$ cat src/rtl/sync_word_pkg.sv
// Shared types and constants for the serial sync-word detector.
package sync_word_pkg;

    localparam int WORD_W  = 32;
    localparam int COUNT_W = 16;
    localparam int FILL_W  = 6;
    localparam int PHASE_W = 5;
    localparam int CNT_W   = 4;

    localparam logic [WORD_W-1:0] DEFAULT_SYNC_WORD = 32'hDEADBEEF;

    typedef enum logic [1:0] {
        ST_SEARCH = 2'd0,
        ST_VERIFY = 2'd1,
        ST_LOCKED = 2'd2
    } sync_state_t;

endpackage

$ cat src/rtl/sync_word_shift.sv
// Serial shift register, fill tracking and sync-word comparators.
// Inverted-word matching is enabled by defining SYNC_WORD_DETECTOR_INV_EN.
module sync_word_shift
    import sync_word_pkg::*;
#(
    parameter logic [WORD_W-1:0] SYNC_WORD = DEFAULT_SYNC_WORD
) (
    input  logic clk,
    input  logic reset,
    input  logic in_val,
    input  logic in_bit,
    output logic hit,
    output logic hit_pol
);

    logic [WORD_W-1:0] sr_q;
    logic [WORD_W-1:0] sr_next;
    logic [FILL_W-1:0] fill_q;
    logic [FILL_W-1:0] fill_next;
    logic              is_true;
    logic              is_inv;
    logic              full_next;

    always_comb begin
        sr_next   = {sr_q[WORD_W-2:0], in_bit};
        fill_next = (fill_q == FILL_W'(WORD_W)) ? fill_q : fill_q + FILL_W'(1);
        full_next = (fill_next == FILL_W'(WORD_W));
    end

    always_ff @(posedge clk or negedge reset) begin
        if (!reset) begin
            sr_q   <= '0;
            fill_q <= '0;
        end else if (in_val) begin
            sr_q   <= sr_next;
            fill_q <= fill_next;
        end
    end

    // Compare the post-shift word so the hit lines up with the accepting edge.
    assign is_true = (sr_next == SYNC_WORD);

`ifdef SYNC_WORD_DETECTOR_INV_EN
    assign is_inv = (sr_next == ~SYNC_WORD);
`else
    assign is_inv = 1'b0;
`endif

    assign hit     = in_val && full_next && (is_true || is_inv);
    assign hit_pol = is_inv && !is_true;

endmodule

$ cat src/rtl/sync_word_detector.sv
// Serial sync-word detector with SEARCH/VERIFY/LOCKED framing FSM.
// Define SYNC_WORD_DETECTOR_INV_EN to also accept the bit-inverted sync word.
module sync_word_detector
    import sync_word_pkg::*;
#(
    parameter logic [WORD_W-1:0] SYNC_WORD  = DEFAULT_SYNC_WORD,
    parameter int unsigned       LOCK_COUNT = 3,
    parameter int unsigned       LOSS_COUNT = 2
) (
    input  logic               clk,
    input  logic               reset,
    input  logic               in_val,
    input  logic               in_bit,
    output logic               match,
    output logic               locked,
    output logic [1:0]         state,
    output logic [COUNT_W-1:0] match_count,
    output logic               polarity
);

    localparam logic [CNT_W-1:0] LOCK_N = CNT_W'(LOCK_COUNT);
    localparam logic [CNT_W-1:0] LOSS_N = CNT_W'(LOSS_COUNT);

    function automatic logic [COUNT_W-1:0] sat_inc(input logic [COUNT_W-1:0] v);
        return (v == {COUNT_W{1'b1}}) ? v : v + COUNT_W'(1);
    endfunction

    logic               hit;
    logic               hit_pol;
    sync_state_t        state_q, state_d;
    logic [CNT_W-1:0]   good_q, good_d;
    logic [CNT_W-1:0]   miss_q, miss_d;
    logic [PHASE_W-1:0] phase_q, phase_d;
    logic               pol_q, pol_d;
    logic               at_boundary;
    logic               same_hit;

    sync_word_shift #(
        .SYNC_WORD (SYNC_WORD)
    ) u_shift (
        .clk     (clk),
        .reset   (reset),
        .in_val  (in_val),
        .in_bit  (in_bit),
        .hit     (hit),
        .hit_pol (hit_pol)
    );

    always_ff @(posedge clk or negedge reset) begin
        if (!reset) begin
            state_q <= ST_SEARCH;
            good_q  <= '0;
            miss_q  <= '0;
            phase_q <= '0;
            pol_q   <= 1'b0;
        end else begin
            state_q <= state_d;
            good_q  <= good_d;
            miss_q  <= miss_d;
            phase_q <= phase_d;
            pol_q   <= pol_d;
        end
    end

    // phase_q counts bits since the last boundary; bit 32 after it is the next boundary.
    always_comb begin
        state_d     = state_q;
        good_d      = good_q;
        miss_d      = miss_q;
        phase_d     = phase_q;
        pol_d       = pol_q;
        at_boundary = (phase_q == {PHASE_W{1'b1}});
        same_hit    = hit && (hit_pol == pol_q);

        if (in_val) begin
            phase_d = phase_q + PHASE_W'(1);
            case (state_q)
                ST_SEARCH: begin
                    if (hit) begin
                        phase_d = '0;
                        pol_d   = hit_pol;
                        miss_d  = '0;
                        if (LOCK_N == CNT_W'(1)) begin
                            state_d = ST_LOCKED;
                        end else begin
                            state_d = ST_VERIFY;
                            good_d  = CNT_W'(1);
                        end
                    end
                end
                ST_VERIFY: begin
                    if (at_boundary) begin
                        if (same_hit) begin
                            good_d = good_q + CNT_W'(1);
                            if (good_q + CNT_W'(1) == LOCK_N) begin
                                state_d = ST_LOCKED;
                                miss_d  = '0;
                            end
                        end else begin
                            state_d = ST_SEARCH;
                            good_d  = '0;
                        end
                    end
                end
                ST_LOCKED: begin
                    if (at_boundary) begin
                        if (same_hit) begin
                            miss_d = '0;
                        end else if (miss_q + CNT_W'(1) == LOSS_N) begin
                            state_d = ST_SEARCH;
                            miss_d  = '0;
                            good_d  = '0;
                        end else begin
                            miss_d = miss_q + CNT_W'(1);
                        end
                    end
                end
                default: begin
                    state_d = ST_SEARCH;
                end
            endcase
        end
    end

    always_ff @(posedge clk or negedge reset) begin
        if (!reset) begin
            match       <= 1'b0;
            match_count <= '0;
        end else begin
            match <= hit;
            if (hit) begin
                match_count <= sat_inc(match_count);
            end
        end
    end

    assign state  = state_q;
    assign locked = (state_q == ST_LOCKED);

`ifdef SYNC_WORD_DETECTOR_INV_EN
    assign polarity = pol_q;
`else
    assign polarity = 1'b0;
`endif

endmodule

$ cat config.mk
export PLATFORM = sky130hd
export DESIGN_NAME = sync_word_detector
export DESIGN_NICKNAME = d
export VERILOG_FILES = /design/src/rtl/sync_word_pkg.sv /design/src/rtl/sync_word_shift.sv /design/src/rtl/sync_word_detector.sv
export SDC_FILE = /design/constraint.sdc
export NUM_CORES = 1
export LEC_CHECK = 0
export ABC_CLOCK_PERIOD_IN_PS = 4300
export CAP_MARGIN = 15
export CORE_AREA = 2 2 70 98
export CTS_BUF_LIST = sky130_fd_sc_hd__clkbuf_16
export DETAILED_ROUTE_END_ITERATION = 8
export DIE_AREA = 0 0 72 100
export PLACE_DENSITY = 0.85
export RECOVER_POWER = 100
export SYNTH_ARGS = -nofsm -noshare
export SYNTH_HDL_FRONTEND = slang
export SYNTH_SLANG_ARGS = --single-unit
$ cat constraint.sdc
create_clock -name clk -period 4.3 [get_ports clk]
set_clock_uncertainty 0.05 [all_clocks]
set_input_delay 0.86 -clock clk [delete_from_list [all_inputs] [get_ports clk]]
set_output_delay 0.86 -clock clk [all_outputs]
set_load 0.01 [all_outputs]
==> metrics.txt, run 1 <==
# TYPE chip_impl_metric gauge
chip_impl_info{name="status",value="complete, but fails checks"} 1
chip_impl_info{name="failed_checks",value="max-capacitance violations, max-slew violations"} 1
chip_impl_metric{name="crit_path_largest_cell_delay",unit="ps"} 540
chip_impl_metric{name="pre_cts_ws",unit="ps"} 1090
chip_impl_metric{name="placementRows",unit=""} 35
chip_impl_metric{name="power_frac_comb",unit="%"} 16.3
chip_impl_info{name="min_path_type",value="flop to flop"} 1
chip_impl_metric{name="post-dp-hpwl",unit="um"} 4090
chip_impl_metric{name="via_per_inst",unit=""} 5.75
chip_impl_metric{name="netlist_area",unit="um^2"} 3390
chip_impl_metric{name="async_flop_share",unit="%"} 100
chip_impl_metric{name="critPathMaxFanout",unit=""} 17
chip_impl_metric{name="synth-seq-cells",unit=""} 69
chip_impl_metric{name="num-fill-cells",unit=""} 496
chip_impl_metric{name="final_min_period_over_clock_period",unit="%"} 74.4
chip_impl_metric{name="synth_area_per_cell",unit="um^2"} 11.1
chip_impl_metric{name="chipWidth",unit="um"} 72
chip_impl_metric{name="die_area",unit="um^2"} 7200
chip_impl_metric{name="coreArea",unit="um^2"} 6440
chip_impl_metric{name="p_leak",unit="nW"} 1.81
chip_impl_metric{name="firstDrtPassIters",unit=""} 4
chip_impl_metric{name="first_global_vias",unit=""} 2368
chip_impl_metric{name="fin_ws",unit="ps"} 1100
chip_impl_metric{name="clk_pin_slew",unit="ps"} 50
chip_impl_metric{name="clock_latency_of_the_later_clocked_register_in_the_worst_skew_pair",unit="ps"} 330
chip_impl_metric{name="place.gp.congestion",unit=""} 0.847
chip_impl_metric{name="timing.slew.headroom",unit="%"} -43.8
chip_impl_metric{name="grt_antenna_before_repair",unit=""} 0
chip_impl_info{name="tritoncts",value="done"} 1
chip_impl_metric{name="p_seq_share",unit="%"} 49.3
chip_impl_metric{name="ioPinCount",unit=""} 25
chip_impl_metric{name="worstPathRequired",unit="ps"} 4480
chip_impl_metric{name="post-route-min-period",unit="ps"} 3200
chip_impl_metric{name="post_cts_hold_buffer_count",unit=""} 0
chip_impl_metric{name="die_height",unit="um"} 100
chip_impl_metric{name="routed_wirelength",unit="um"} 6140
chip_impl_metric{name="grt_use_total",unit="%"} 18.8
chip_impl_metric{name="power.total",unit="mW"} 1.98
chip_impl_metric{name="max_slew.worst_pin.slew",unit="ps"} 2160
chip_impl_metric{name="final_ant_viol_nets",unit=""} 0
chip_impl_metric{name="gate_count_post_synth",unit=""} 305
chip_impl_metric{name="wire_per_inst",unit="um"} 15.1
chip_impl_metric{name="drv.max_cap_violation_count",unit=""} 1
chip_impl_metric{name="port_buffers",unit=""} 23
chip_impl_metric{name="synth_enable_flop_cells",unit=""} 0
chip_impl_metric{name="power_density",unit="nW/um^2"} 505
chip_impl_metric{name="finalHoldViolations",unit=""} 0
chip_impl_metric{name="critPathBufInv",unit=""} 2
chip_impl_metric{name="detailroute.via_count",unit=""} 2334
chip_impl_info{name="crit_top_cell",value="sky130_fd_sc_hd__nand4_1"} 1
chip_impl_info{name="critical_path.slowest_cell",value="sky130_fd_sc_hd__dlygate4sd3_1"} 1
chip_impl_metric{name="num_antenna_cells",unit=""} 0
chip_impl_metric{name="proportion_of_layout_cells_with_a_drive_suffix_above_1",unit="%"} 14.8
chip_impl_metric{name="cts_made_buffers",unit=""} 9
chip_impl_info{name="grt_setup_unrepaired",value="false"} 1
chip_impl_info{name="worstPathCellList",value="dlygate4sd3_1, nand4_1, nor4_1, nand4_1, a311o_1, clkinvlp_2, and4_1, nand2_1, xnor2_1"} 1
chip_impl_metric{name="final-max-slew-violation-count",unit=""} 41
chip_impl_metric{name="net_sw_power",unit="uW"} 533
chip_impl_metric{name="num-nets-final",unit=""} 345
chip_impl_info{name="critPathKind",value="input port to flop"} 1
chip_impl_metric{name="ctsResizeCount",unit=""} 0
chip_impl_info{name="main_synth_ff_type",value="sky130_fd_sc_hd__dfrtp_1"} 1
chip_impl_info{name="cts_root_buffer",value="sky130_fd_sc_hd__clkbuf_16"} 1
chip_impl_metric{name="switching_share",unit="%"} 26.9
chip_impl_metric{name="cell_internal_pwr",unit="mW"} 1.45
chip_impl_metric{name="clock_path_buffers",unit=""} 2
chip_impl_metric{name="synth-warning-count",unit=""} 0
chip_impl_metric{name="post_cts_buffers",unit=""} 0
chip_impl_metric{name="clkSinkCount",unit=""} 69
chip_impl_metric{name="initial_core_util",unit="%"} 52.7
chip_impl_metric{name="vdd.ir_drop.worst",unit="uV"} 290
chip_impl_info{name="critical_path_capture_point_type",value="flop"} 1
chip_impl_metric{name="drcViolationCount",unit=""} 0
chip_impl_metric{name="dr.first_iter.drc_count",unit=""} 168
chip_impl_metric{name="layout-area-overhead-vs-synth",unit="%"} 15.8
chip_impl_metric{name="finalSetupViolations",unit=""} 0
chip_impl_metric{name="post-place-cells",unit=""} 391
chip_impl_metric{name="arrival",unit="ps"} 3380
chip_impl_metric{name="final.setup.tns",unit="ps"} 0
chip_impl_metric{name="power.clock.fraction",unit="%"} 34.4
chip_impl_metric{name="pin_count_of_the_biggest_net_entering_global_routing",unit=""} 47
chip_impl_metric{name="synth_nets",unit=""} 322
chip_impl_info{name="crit_path_start_kind",value="input port"} 1
chip_impl_metric{name="max_freq",unit="MHz"} 312
chip_impl_metric{name="final_cell_count_no_fill",unit=""} 406
chip_impl_metric{name="htree_levels",unit=""} 3
chip_impl_metric{name="wire_length_of_the_first_global_routing_pass",unit="um"} 10600
chip_impl_metric{name="globalRoute.totalOverflow",unit=""} 0
chip_impl_metric{name="synth_cell_types",unit=""} 46
chip_impl_info{name="cp_top_family",value="simple AND/OR/NAND/NOR gates"} 1
chip_impl_metric{name="synth_seq_area_share",unit="%"} 50.9
==> metal layers <==
metal | vias up | wire length (um) | GRT usage, %
met3 | 15 | 173 | 3.82
met5 | - | 0 | 0
met4 | 0 | 164 | 9.43
met2 | 38 | 3230 | 32.1
met1 | 1170 | 2570 | 22.5
li1 | 1111 | - | -
==> state kept, by name (all words and copies together), names as in the netlist <==
register	count
miss_q	4
match_count	16
phase_q	5
good_q	4
match	1
state	2
u_shift.fill_q	6
u_shift.sr_q	31
==> layout by cell type (no fill, tap or decap), types with 7 or more instances in the layout <==
master | Yosys | routed
sky130_fd_sc_hd__nand4_1 | 10 | 10
sky130_fd_sc_hd__dfrtp_1 | 69 | 69
sky130_fd_sc_hd__o21ai_0 | 14 | 14
sky130_fd_sc_hd__dlygate4sd3_1 | 0 | 21
sky130_fd_sc_hd__a21oi_1 | 9 | 9
sky130_fd_sc_hd__nor3_1 | 7 | 7
sky130_fd_sc_hd__nand2_1 | 19 | 19
sky130_fd_sc_hd__mux2_2 | 32 | 32
sky130_fd_sc_hd__clkbuf_16 | 0 | 9
sky130_fd_sc_hd__nand3_1 | 17 | 17
sky130_fd_sc_hd__xor2_1 | 10 | 10
sky130_fd_sc_hd__inv_1 | 18 | 21
sky130_fd_sc_hd__xnor2_1 | 16 | 16
sky130_fd_sc_hd__ha_1 | 13 | 13
sky130_fd_sc_hd__nor2_1 | 14 | 14
==> stage by stage <==
| step | hold WS [ps] | util, % | area (um^2) |
|---|---|---|---|
| 6_report | 434 | 61.0 | 3930 |
| 4_1_cts | 440 | 61.1 | 3930 |
| 2_1_floorplan | 417 | - | 3390 |
| 3_5_place_dp | 429 | 56.9 | 3660 |
| 3_3_place_gp | 426 | 56.9 | 3660 |
| 5_1_grt | 456 | 61.0 | 3930 |
==> cells by family (layout without fill, tap and decap cells) <==
logic type                 count (synthesis)  after routing  synth area share, %
and+or+nand+nor                           94             94                 15.9
DFF                                       69             69                 50.9
AOI/OAI and AO/OA                         37             37                 6.75
muxes                                     33             33                 10.9
adders and majority gates                 13             13                 4.79
xor gates and xnor gates                  26             26                 6.71
buffers and inverters                     32             59                 3.94
other                                      1              1                0.111
==> cell type report <==
type | instances | area (um^2) | share of cell area [%]
Tap cell | 74 | 92.6 | 2.36
Clock buffer | 9 | 225 | 5.73
Timing Repair Buffer | 25 | 230 | 5.86
Inverter | 19 | 72.6 | 1.85
Multi-Input combinational cell | 204 | 1530 | 39.0
Sequential cell | 69 | 1730 | 43.9
Clock inverter | 6 | 48.8 | 1.24
==> synthesized netlist by cell type, types with 2 or more instances <==
master / number / share of area [%]
sky130_fd_sc_hd__nand4b_1: 4 / 1.0
sky130_fd_sc_hd__and3_1: 4 / 0.74
sky130_fd_sc_hd__buf_4: 2 / 0.44
sky130_fd_sc_hd__o21ai_0: 14 / 2.1
sky130_fd_sc_hd__ha_1: 13 / 4.8
sky130_fd_sc_hd__xnor2_1: 16 / 4.1
sky130_fd_sc_hd__nand4bb_1: 2 / 0.66
sky130_fd_sc_hd__o211ai_1: 3 / 0.66
sky130_fd_sc_hd__nand2b_1: 3 / 0.55
sky130_fd_sc_hd__nor2b_1: 2 / 0.37
sky130_fd_sc_hd__xor2_1: 10 / 2.6
sky130_fd_sc_hd__nor2_1: 14 / 1.5
sky130_fd_sc_hd__a21oi_1: 9 / 1.3
sky130_fd_sc_hd__and4_1: 2 / 0.52
sky130_fd_sc_hd__mux2_2: 32 / 11
sky130_fd_sc_hd__nand3_1: 17 / 2.5
sky130_fd_sc_hd__clkbuf_1: 4 / 0.44
sky130_fd_sc_hd__nand2_1: 19 / 2.1
sky130_fd_sc_hd__nor4_1: 2 / 0.37
sky130_fd_sc_hd__nand4_1: 10 / 1.8
sky130_fd_sc_hd__buf_1: 3 / 0.33
sky130_fd_sc_hd__nand4_2: 2 / 0.74
sky130_fd_sc_hd__dfrtp_1: 69 / 51
sky130_fd_sc_hd__nor3_1: 7 / 1.0
sky130_fd_sc_hd__inv_1: 18 / 2.0
sky130_fd_sc_hd__buf_2: 4 / 0.59
==> path summary, 6_finish.rpt <==
check | from | endpoint | slack [ps] | depth (start not counted)
max | in_bit | match_count[9] | 1100 | 9
min | match_count[8] | match_count[8] | 430 | 1
max reg2reg | u_shift.fill_q[0] | match_count[9] | 1340 | 10
min reg2reg | match_count[8] | match_count[8] | 430 | 1
max in group asynchronous | reset | u_shift.sr_q[24] | 1420 | 2
min in group asynchronous | reset | good_q[2] | 1110 | 1
==> worst register-to-register path, stage by stage, from the launching register on <==
cell,delay [ps]
sky130_fd_sc_hd__dfrtp_1,450
sky130_fd_sc_hd__inv_1,100
sky130_fd_sc_hd__ha_1,190
sky130_fd_sc_hd__nand4bb_4,140
sky130_fd_sc_hd__nand2b_1,210
sky130_fd_sc_hd__nand3b_1,180
sky130_fd_sc_hd__a311o_1,390
sky130_fd_sc_hd__clkinvlp_2,380
sky130_fd_sc_hd__and4_1,430
sky130_fd_sc_hd__nand2_1,140
sky130_fd_sc_hd__xnor2_1,210
==> power groups by stage <==
stage / clock [mW] / combinational [mW] / sequential (mW)
3_5_place_dp: 0 / 0.326 / 0.986
2_1_floorplan: 0 / 0.299 / 0.920
5_1_grt: 0.719 / 0.364 / 1.00
4_1_cts: 0.690 / 0.330 / 0.977
3_3_place_gp: 0 / 0.310 / 0.973
6_report: 0.682 / 0.324 / 0.979
Power figures use the tool's default switching activity.
==> inputs of run 2 (changes only) <==
--- a/config.mk
+++ b/config.mk
@@ -5,13 +5,13 @@
 export SDC_FILE = /design/constraint.sdc
 export NUM_CORES = 1
 export LEC_CHECK = 0
-export ABC_CLOCK_PERIOD_IN_PS = 4300
+export ABC_CLOCK_PERIOD_IN_PS = 2780
 export CAP_MARGIN = 15
-export CORE_AREA = 2 2 70 98
+export CORE_AREA = 2 2 71 100
 export CTS_BUF_LIST = sky130_fd_sc_hd__clkbuf_16
 export DETAILED_ROUTE_END_ITERATION = 8
-export DIE_AREA = 0 0 72 100
-export PLACE_DENSITY = 0.85
+export DIE_AREA = 0 0 73 102
+export PLACE_DENSITY = 0.86
 export RECOVER_POWER = 100
 export SYNTH_ARGS = -nofsm -noshare
 export SYNTH_HDL_FRONTEND = slang
==> constraint.sdc (replaced) <==
create_clock -name clk -period 2.78 [get_ports clk]
set_clock_uncertainty 0.05 [all_clocks]
set_input_delay 0.556 -clock clk [delete_from_list [all_inputs] [get_ports clk]]
set_output_delay 0.556 -clock clk [all_outputs]
set_load 0.01 [all_outputs]
==> metrics.txt, run 2 (same netlist as run 1, synthesis figures left out) <==
# TYPE chip_impl_metric gauge
chip_impl_metric{name="coreArea",unit="um^2"} 6530
chip_impl_metric{name="wire_length_of_the_first_global_routing_pass",unit="um"} 10900
chip_impl_metric{name="place.gp.congestion",unit=""} 0.879
chip_impl_metric{name="pin_count_of_the_biggest_net_entering_global_routing",unit=""} 70
chip_impl_metric{name="clock_path_buffers",unit=""} 2
chip_impl_metric{name="post_cts_buffers",unit=""} 0
chip_impl_info{name="critPathKind",value="flop to flop"} 1
chip_impl_info{name="grt_setup_unrepaired",value="false"} 1
chip_impl_metric{name="ioPinCount",unit=""} 25
chip_impl_info{name="mostFrequentLayoutCell",value="sky130_fd_sc_hd__dfrtp_1"} 1
chip_impl_metric{name="chipWidth",unit="um"} 73
chip_impl_metric{name="htree_levels",unit=""} 3
chip_impl_metric{name="ctsResizeCount",unit=""} 0
chip_impl_info{name="status",value="complete, but fails checks"} 1
chip_impl_metric{name="num-nets-final",unit=""} 349
chip_impl_metric{name="finalHoldViolations",unit=""} 0
chip_impl_metric{name="critPathBufInv",unit=""} 2
chip_impl_metric{name="initial_core_util",unit="%"} 52.0
chip_impl_metric{name="die_height",unit="um"} 102
chip_impl_metric{name="cts_made_buffers",unit=""} 9
chip_impl_metric{name="detailroute.via_count",unit=""} 2339
chip_impl_metric{name="finalSetupViolations",unit=""} 0
chip_impl_metric{name="wire_per_inst",unit="um"} 15.1
chip_impl_metric{name="first_global_vias",unit=""} 2402
chip_impl_metric{name="fin_ws",unit="ps"} 193
chip_impl_info{name="cp_top_family",value="simple AND/OR/NAND/NOR gates"} 1
chip_impl_metric{name="final-max-slew-violation-count",unit=""} 70
chip_impl_metric{name="fraction_of_the_core_area_covered_by_cells_at_the_end_of_the_flow",unit="%"} 61.5
chip_impl_metric{name="via_per_inst",unit=""} 5.69
chip_impl_metric{name="final_ant_viol_nets",unit=""} 0
chip_impl_metric{name="grt_use_total",unit="%"} 19.0
chip_impl_info{name="layout_top_registers",value="u_shift.sr_q x31, match_count x16, u_shift.fill_q x6"} 1
chip_impl_metric{name="drv.max_cap_violation_count",unit=""} 1
chip_impl_metric{name="die_area",unit="um^2"} 7450
chip_impl_metric{name="placementRows",unit=""} 35
chip_impl_metric{name="max_slew.worst_pin.slew",unit="ps"} 1630
chip_impl_metric{name="post-route-cell-area",unit="um^2"} 4020
chip_impl_info{name="largest_register",value="u_shift.sr_q"} 1
chip_impl_info{name="cts_root_buffer",value="sky130_fd_sc_hd__clkbuf_16"} 1
chip_impl_metric{name="clock_latency_of_the_later_clocked_register_in_the_worst_skew_pair",unit="ps"} 330
chip_impl_metric{name="num_antenna_cells",unit=""} 0
chip_impl_metric{name="post-dp-hpwl",unit="um"} 4150
chip_impl_metric{name="holdWs",unit="ps"} 419
chip_impl_metric{name="grt_antenna_before_repair",unit=""} 0
chip_impl_metric{name="pre_cts_ws",unit="ps"} 24.7
chip_impl_metric{name="largest_register_ff_count",unit=""} 31
chip_impl_metric{name="final_min_period_over_clock_period",unit="%"} 93.1
chip_impl_metric{name="critPathMaxFanout",unit=""} 7
chip_impl_metric{name="arrival",unit="ps"} 2750
chip_impl_metric{name="worstPathRequired",unit="ps"} 2940
chip_impl_metric{name="dr.first_iter.drc_count",unit=""} 153
chip_impl_metric{name="dpl_cell_area",unit="um^2"} 3690
chip_impl_metric{name="p_leak",unit="nW"} 1.86
chip_impl_info{name="worstPathCellList",value="inv_1, ha_1, or3_1, a311o_1, clkinv_2, and4_1, nand3_1, xnor2_1"} 1
chip_impl_metric{name="post_cts_hold_buffer_count",unit=""} 0
chip_impl_info{name="critical_path.slowest_cell",value="sky130_fd_sc_hd__dfrtp_1"} 1
chip_impl_metric{name="timing.slew.headroom",unit="%"} -8.61
chip_impl_metric{name="layout-area-overhead-vs-synth",unit="%"} 18.3
chip_impl_info{name="min_path_type",value="input port to flop"} 1
chip_impl_metric{name="proportion_of_layout_cells_with_a_drive_suffix_above_1",unit="%"} 17.2
chip_impl_info{name="failed_checks",value="max-capacitance violations, max-slew violations"} 1
chip_impl_metric{name="drcViolationCount",unit=""} 0
chip_impl_metric{name="globalRoute.totalOverflow",unit=""} 0
chip_impl_metric{name="power.total",unit="mW"} 3.32
chip_impl_metric{name="clk_pin_slew",unit="ps"} 60
chip_impl_info{name="most_frequent_cells_in_the_layout",value="69 x sky130_fd_sc_hd__dfrtp_1, 32 x sky130_fd_sc_hd__mux2_2, 20 x sky130_fd_sc_hd__dlygate4sd3_1"} 1
chip_impl_info{name="critical_path_capture_point_type",value="flop"} 1
chip_impl_metric{name="clkSinkCount",unit=""} 69
chip_impl_metric{name="routed_wirelength",unit="um"} 6190
chip_impl_metric{name="firstDrtPassIters",unit=""} 4
chip_impl_metric{name="post-route-min-period",unit="ps"} 2590
chip_impl_metric{name="max_freq",unit="MHz"} 387
chip_impl_metric{name="final_cell_count_no_fill",unit=""} 411
chip_impl_metric{name="crit_path_largest_cell_delay",unit="ps"} 480
chip_impl_metric{name="power_density",unit="nW/um^2"} 826
chip_impl_info{name="tritoncts",value="done"} 1
chip_impl_metric{name="final.setup.tns",unit="ps"} 0
chip_impl_metric{name="vdd.ir_drop.worst",unit="uV"} 696
chip_impl_metric{name="post-place-cells",unit=""} 395
chip_impl_metric{name="port_buffers",unit=""} 23
chip_impl_info{name="crit_path_start_kind",value="flop"} 1
[run 2: final cells by class]
class / count / area, um^2
clock buffer: 9 / 225
clock inverter: 7 / 113
fill: 471 / 2510
inverter: 19 / 72.6
multi-input combinational: 204 / 1530
sequential: 69 / 1730
tap: 74 / 92.6
timing repair buffer: 29 / 253
[run 2: worst paths after layout]
| path | from | end | slack, ps | depth (start not counted) |
|---|---|---|---|---|
| min in group asynchronous | reset | u_shift.sr_q[0] | 680 | 2 |
| worst min-delay path | in_val | u_shift.sr_q[2] | 420 | 3 |
| max in group asynchronous | reset | state[1] | 1040 | 2 |
| worst max register to register | u_shift.fill_q[0] | match_count[13] | 190 | 8 |
| worst min register to register | match_count[14] | match_count[14] | 430 | 1 |
| worst max-delay path | u_shift.fill_q[0] | match_count[13] | 190 | 8 |
[run 2: per-layer routing]
layer	wire length, um	GRT usage (%)	up-vias
met5	0	0	-
met4	165	10.4	0
met3	195	4.73	16
met2	3200	30.9	37
met1	2630	22.8	1150
li1	-	-	1136
[run 2: worst min-delay path: stages]
cell,delay (ps)
sky130_fd_sc_hd__buf_2,90
sky130_fd_sc_hd__nand2_1,50
sky130_fd_sc_hd__o21ai_0,70
[run 2: where the power goes]
group,total (mW),internal [mW],switching (mW)
clock network,1.30,0.872,0.427
registers,1.51,1.26,0.245
logic,0.509,0.309,0.200
total,3.32,2.45,0.871
